==> config.mk <==
export PLATFORM = sky130hd
export DESIGN_NAME = pcap_frame_extract
export DESIGN_NICKNAME = d
export VERILOG_FILES = /design/src/rtl/pcap_frame_extract.sv
export SDC_FILE = /design/constraint.sdc
export NUM_CORES = 1
export LEC_CHECK = 0
export CAP_MARGIN = 0
export CORE_MARGIN = 3
export CORE_UTILIZATION = 45
export DETAILED_ROUTE_END_ITERATION = 6
export PLACE_DENSITY = 0.66
export REMOVE_ABC_BUFFERS = 1
export SLEW_MARGIN = 20
export SYNTH_ARGS = -nofsm -noshare
export SYNTH_HDL_FRONTEND = slang
export SYNTH_SLANG_ARGS = --single-unit
==> constraint.sdc <==
create_clock -name clk -period 2.4 [get_ports clk]
set_clock_uncertainty 0.15 [all_clocks]
set_input_delay 0.24 -clock clk [delete_from_list [all_inputs] [get_ports clk]]
set_output_delay 0.24 -clock clk [all_outputs]
set_load 0.005 [all_outputs]
==> src/rtl/pcap_frame_extract.sv <==
`default_nettype none
// ============================================================================
//  Module      : pcap_frame_extract
//  Description : Strips the libpcap global header (24 B) and per-record
//                headers (16 B) from a raw pcap byte stream and writes each
//                captured Ethernet frame into a FIFO write port, marked with
//                sof/eof. Records with incl_len > MAX_LEN are consumed and
//                dropped. A bad global magic latches hdr_error until reset.
//                Optional statistics counters: define PCAP_STATS_EN.
//  Revision    : 1.0 - initial release
// ============================================================================
module pcap_frame_extract #(
    parameter int MAX_LEN = 1518,
    parameter int LEN_W   = 32
) (
    input  logic       clk,
    input  logic       reset,
    input  logic       in_valid,
    input  logic [7:0] in_data,
    output logic       in_ready,
    output logic       out_wr_en,
    output logic [7:0] out_din,
    output logic       out_wr_sof,
    output logic       out_wr_eof,
    input  logic       out_full,
    output logic       hdr_error
`ifdef PCAP_STATS_EN
    ,
    output logic [15:0] pkt_count,
    output logic [15:0] drop_count
`endif
);

    localparam logic [1:0] S_GLOBAL_HDR = 2'd0;
    localparam logic [1:0] S_REC_HDR    = 2'd1;
    localparam logic [1:0] S_PAYLOAD    = 2'd2;
    localparam logic [1:0] S_ERROR      = 2'd3;

    // Magic as it appears on the wire: byte 0 is the least significant byte
    localparam logic [31:0] c_magic      = 32'hA1B2C3D4;
    localparam logic [4:0]  c_glb_last   = 5'd23;
    localparam logic [4:0]  c_rec_last   = 5'd15;
    localparam logic [LEN_W-1:0] c_max_len = LEN_W'(MAX_LEN);
    localparam logic [LEN_W-1:0] c_one     = LEN_W'(1);

    logic [1:0]       r_state;
    logic [4:0]       r_byte_cnt;
    logic [LEN_W-1:0] r_len;
    logic [LEN_W-1:0] r_remaining;
    logic             r_drop;
    logic             r_hdr_error;

    logic             w_accept;
    logic             w_fwd;
    logic [7:0]       w_magic_byte;
    logic [LEN_W-1:0] w_len_byte;
    logic             w_len_over;
    logic             w_rec_done;

    // Backpressure only matters while actually forwarding; dropped records,
    // headers and the error state always sink bytes. Reset forces ready high
    // and suppresses writes regardless of the (not yet cleared) state.
    assign w_fwd      = (r_state == S_PAYLOAD) && !r_drop;
    assign in_ready   = !(reset && w_fwd && out_full);
    assign w_accept   = in_valid && in_ready;
    assign out_din    = in_data;
    assign out_wr_en  = reset && w_accept && w_fwd;
    assign out_wr_sof = out_wr_en && (r_remaining == r_len);
    assign out_wr_eof = out_wr_en && (r_remaining == c_one);
    assign hdr_error  = r_hdr_error;

    // Expected magic byte for global header offsets 0..3
    assign w_magic_byte = c_magic[{r_byte_cnt[1:0], 3'b000} +: 8];

    // incl_len occupies record header offsets 8..11, little-endian
    assign w_len_byte = LEN_W'(in_data) << {r_byte_cnt[1:0], 3'b000};
    assign w_len_over = (r_len > c_max_len);
    assign w_rec_done = (r_state == S_REC_HDR) && (r_byte_cnt == c_rec_last);

    // Parser state machine; advances only on an accepted byte
    always_ff @(posedge clk) begin
        if (!reset) begin
            r_state     <= S_GLOBAL_HDR;
            r_byte_cnt  <= 5'd0;
            r_len       <= '0;
            r_remaining <= '0;
            r_drop      <= 1'b0;
            r_hdr_error <= 1'b0;
        end else if (w_accept) begin
            case (r_state)
                S_GLOBAL_HDR: begin
                    if ((r_byte_cnt < 5'd4) && (in_data != w_magic_byte)) begin
                        r_state     <= S_ERROR;
                        r_hdr_error <= 1'b1;
                    end else if (r_byte_cnt == c_glb_last) begin
                        r_state    <= S_REC_HDR;
                        r_byte_cnt <= 5'd0;
                    end else begin
                        r_byte_cnt <= r_byte_cnt + 5'd1;
                    end
                end
                S_REC_HDR: begin
                    if (r_byte_cnt == 5'd8) begin
                        r_len <= w_len_byte;
                    end else if ((r_byte_cnt > 5'd8) && (r_byte_cnt < 5'd12)) begin
                        r_len <= r_len | w_len_byte;
                    end
                    if (r_byte_cnt == c_rec_last) begin
                        r_byte_cnt <= 5'd0;
                        // Zero-length records carry no payload: stay for the next header
                        if (r_len != '0) begin
                            r_state     <= S_PAYLOAD;
                            r_remaining <= r_len;
                            r_drop      <= w_len_over;
                        end
                    end else begin
                        r_byte_cnt <= r_byte_cnt + 5'd1;
                    end
                end
                S_PAYLOAD: begin
                    r_remaining <= r_remaining - c_one;
                    if (r_remaining == c_one) begin
                        r_state <= S_REC_HDR;
                        r_drop  <= 1'b0;
                    end
                end
                default: begin
                    // Error is terminal until reset; bytes are silently sunk
                    r_state <= S_ERROR;
                end
            endcase
        end
    end

`ifdef PCAP_STATS_EN
    logic [15:0] r_pkt_count;
    logic [15:0] r_drop_count;
    logic        w_drop_enter;

    assign w_drop_enter = reset && w_accept && w_rec_done && (r_len != '0) && w_len_over;
    assign pkt_count    = r_pkt_count;
    assign drop_count   = r_drop_count;

    // Saturating counters of forwarded frames and dropped oversize records
    always_ff @(posedge clk) begin
        if (!reset) begin
            r_pkt_count  <= 16'd0;
            r_drop_count <= 16'd0;
        end else begin
            if (out_wr_eof && (r_pkt_count != 16'hFFFF)) begin
                r_pkt_count <= r_pkt_count + 16'd1;
            end
            if (w_drop_enter && (r_drop_count != 16'hFFFF)) begin
                r_drop_count <= r_drop_count + 16'd1;
            end
        end
    end
`endif

endmodule
`default_nettype wire

==> results.toml <==
[clocking]
htree_levels = 3
cts.sinks = 73
cts_tree = "done"
cts_hold_buf = 0
clk_latency_ns = 0.36
clkTransAtPathRegs_ns = 0.10
cts_buffers = 9
cts_root_buf = "clkbuf_8"
cts_buffer_depth = 2

[die]
initial_utilization = 0.476
row_count = 35
fp.coreArea_um2 = 9500
dieWidth_um = 106
fp.dieArea_um2 = 11300
io_pins = 25
die_y_um = 106

[drt]
vias = 5026
drtIter0Drc = 661
post_drt_wl_per_cell_um = 20.7
vias_per_cell = 6.37
wl_mm = 16.3
antenna_left = 0
dr.pass1.iters = 5
post-route-drc-count = 0

[pwr]
netSwitchingFraction = 0.449
power_frac_seq = 0.242
p_leak_nw = 2.55
powerDensity_nw_per_um2 = 950
p_int_w = 0.00317
ir_drop_uv = 420
pwr-share-comb = 0.592
p_switching_w = 0.00258
clockPowerShare = 0.166

[timing]
drv_slew = 0
min_period_ns = 2.44
fmax_mhz = 409
relSlewSlack = 0.497
setup_viol = 3
grt_setup_unrepaired = "true"
holdWs_ns = 0.306
worstMarginPinSlew_ns = 0.755
min_period_over_period = 1.02
worst_slack_ns = -0.0431
hold_violations = 0

[critical_path]
crit_arrival_ns = 2.59
startpoint_type = "flip-flop"
r2r_slack_ns = -0.04
r2r_cells = 8
worstReg2RegStart = "r_remaining[15]"
crit_type = "reg -> reg"
reg2reg_to = "r_remaining[20]"
required_ns = 2.55
end_kind = "flip-flop"
cp_max_fo = 3

[placement]
place_congestion = 0.942
dp_hpwl_mm = 11.5
port_buffers = 24
dp.cells = 764

[synth]
synth_area_leaders = "dfxtp_1 32%, xor2_1 5.8%, nor2_1 4.6%"
ys_warn_count = 0
ys_types = 67
synth-edff-count = 0
synth_area_um2 = 4520
synthArstFlopShare = 0
yosysTopAreaCell = "dfxtp_1"
syn-instance-count = 556
ys.flop_type = "dfxtp_1"
avgSynthCellArea_um2 = 8.14
ys_ff_latch = 73
ys_seq_area_frac = 0.323
synth_top_area_share = 0.323

[run_status]
violations = "negative setup slack"
run_status = "finished with violations"

[worst_hold_path]
worstHoldStart = "in_valid"
min_to = "r_drop"
hold_depth = 4
hold_path_class = "in -> reg"

[layout]
antenna_cells = 0
seq_area_um2 = 1490
area_delta_synth_final_pct = 33.9
fillers = 841
stdcell_count = 789
multiInputGateArea_um2 = 2950
nets = 676
drive_gt1_frac = 0.312

[global_route]
grt_remaining_overflow = 0
grt_pass1_wl_mm = 25.1
grt_usage = 0.283
grt_max_degree = 75
grt_pass1_vias = 4633
grt_antenna_before_repair = 0

[run]
maxCapViolations = 0
-- metrics by stage --
step	total power, W	setup WS (ns)	setup TNS, ns	util	instance area [µm²]
4_1_cts	0.00539	-0.0217	-0.0323	0.612	5810
5_1_grt	0.00604	-0.112	-0.559	0.637	6060
3_3_place_gp	0.00435	-0.321	-4.72	0.584	5550
2_1_floorplan	0.00308	-0.691	-21.79	-	4280
6_report	0.00575	-0.0431	-0.0845	0.637	6060
3_5_place_dp	0.00438	-0.378	-5.56	0.584	5550
-- kinds of logic after synthesis --
group / Yosys count / share of synthesized area
compound gates: 172 / 0.275
xor+xnor: 35 / 0.0678
flops: 73 / 0.323
buf+inv: 69 / 0.0667
fa+ha+maj: 9 / 0.0249
simple gates: 196 / 0.238
mux: 2 / 0.00443
-- sequential cells by signal, summed over array words and instances, names as in the netlist --
register     cells
r_state          2
r_byte_cnt       5
r_drop           1
r_len           32
r_remaining     32
hdr_error        1
-- cell usage in the layout, fill, tap and decap left out, types with 7 or more instances in the layout --
| cell | synthesis | routed |
|---|---|---|
| buf_4 | 8 | 104 |
| dfxtp_1 | 73 | 54 |
| nor2_1 | 56 | 53 |
| a21oi_1 | 39 | 36 |
| nand2_1 | 34 | 34 |
| xor2_1 | 30 | 29 |
| clkdlybuf4s50_1 | 0 | 20 |
| nor4_1 | 21 | 17 |
| o31ai_1 | 17 | 16 |
| dfxtp_2 | 0 | 16 |
| nor3_1 | 17 | 15 |
| o21ai_0 | 15 | 15 |
| inv_1 | 15 | 14 |
| o311ai_0 | 17 | 14 |
| a22o_1 | 14 | 14 |
| nand4_1 | 12 | 12 |
| a31oi_1 | 11 | 11 |
| buf_6 | 0 | 10 |
| clkbuf_8 | 0 | 9 |
| a22oi_1 | 10 | 8 |
| nand3_1 | 7 | 7 |
-- Yosys cell counts, types with 3 or more instances --
library cell / n
dfxtp_1: 73
nor2_1: 56
a21oi_1: 39
clkbuf_1: 35
nand2_1: 34
xor2_1: 30
nor4_1: 21
nor3_1: 17
o311ai_0: 17
o31ai_1: 17
inv_1: 15
o21ai_0: 15
a22o_1: 14
nand4_1: 12
a31oi_1: 11
a22oi_1: 10
buf_2: 10
ha_1: 9
or3_1: 9
buf_4: 8
or4_1: 8
nand3_1: 7
a211oi_1: 5
a31o_2: 5
a41oi_1: 5
o311a_1: 5
xnor2_1: 5
nand2b_1: 4
o32ai_1: 4
a32oi_1: 3
nor4_2: 3
o211ai_1: 3
o41ai_1: 3
or2_2: 3
-- worst max-delay path: stages, from the launching register on --
cell,delay [ns]
dfxtp_2,0.33
or3_4,0.41
buf_6,0.14
or4_4,0.52
nor4_4,0.28
buf_4,0.17
buf_4,0.10
a22o_1,0.11
a31o_2,0.16
-- power groups by stage --
stage / logic [W] / clock network (W) / registers [W]
after floorplan: 0.00165 / 0 / 0.00142
after global placement: 0.00294 / 0 / 0.00141
after detailed placement: 0.00297 / 0 / 0.00141
after CTS: 0.00304 / 0.000966 / 0.00138
after global routing: 0.00361 / 0.00103 / 0.00140
final: 0.00340 / 0.000957 / 0.00139
-- worst max path at each step --
stage,endpoint,from,cells past startpoint
2_1_floorplan,r_remaining[6],r_state[0],5
3_3_place_gp,out_wr_sof,in_valid,6
3_5_place_dp,out_wr_sof,in_valid,6
4_1_cts,out_wr_sof,r_remaining[9],6
5_1_grt,r_remaining[28],r_remaining[15],7
6_report,r_remaining[20],r_remaining[15],8
-- per-layer routing --
layer,vias to the layer above,track usage,share of wire
met3,48,0.0559,0.087
li1,2317,-,-
met2,282,0.432,0.46
met5,-,0,0
met1,2379,0.390,0.43
met4,0,0.118,0.031
-- cell type report --
cell class,count,share of cell area
Clock inverter,7,0.0103
Multi-Input combinational cell,414,0.488
Inverter,15,0.00930
Clock buffer,9,0.0205
Tap cell,129,0.0266
Sequential cell,73,0.246
Timing Repair Buffer,142,0.199
-- what timing repair did --
item	in CTS	in global routing
resized for setup	27	58
setup endpoints to repair	38	38
cloned	0	1
buffers inserted	3	7
pin swaps	6	21
No activity file was read; power rests on OpenSTA's default activity.
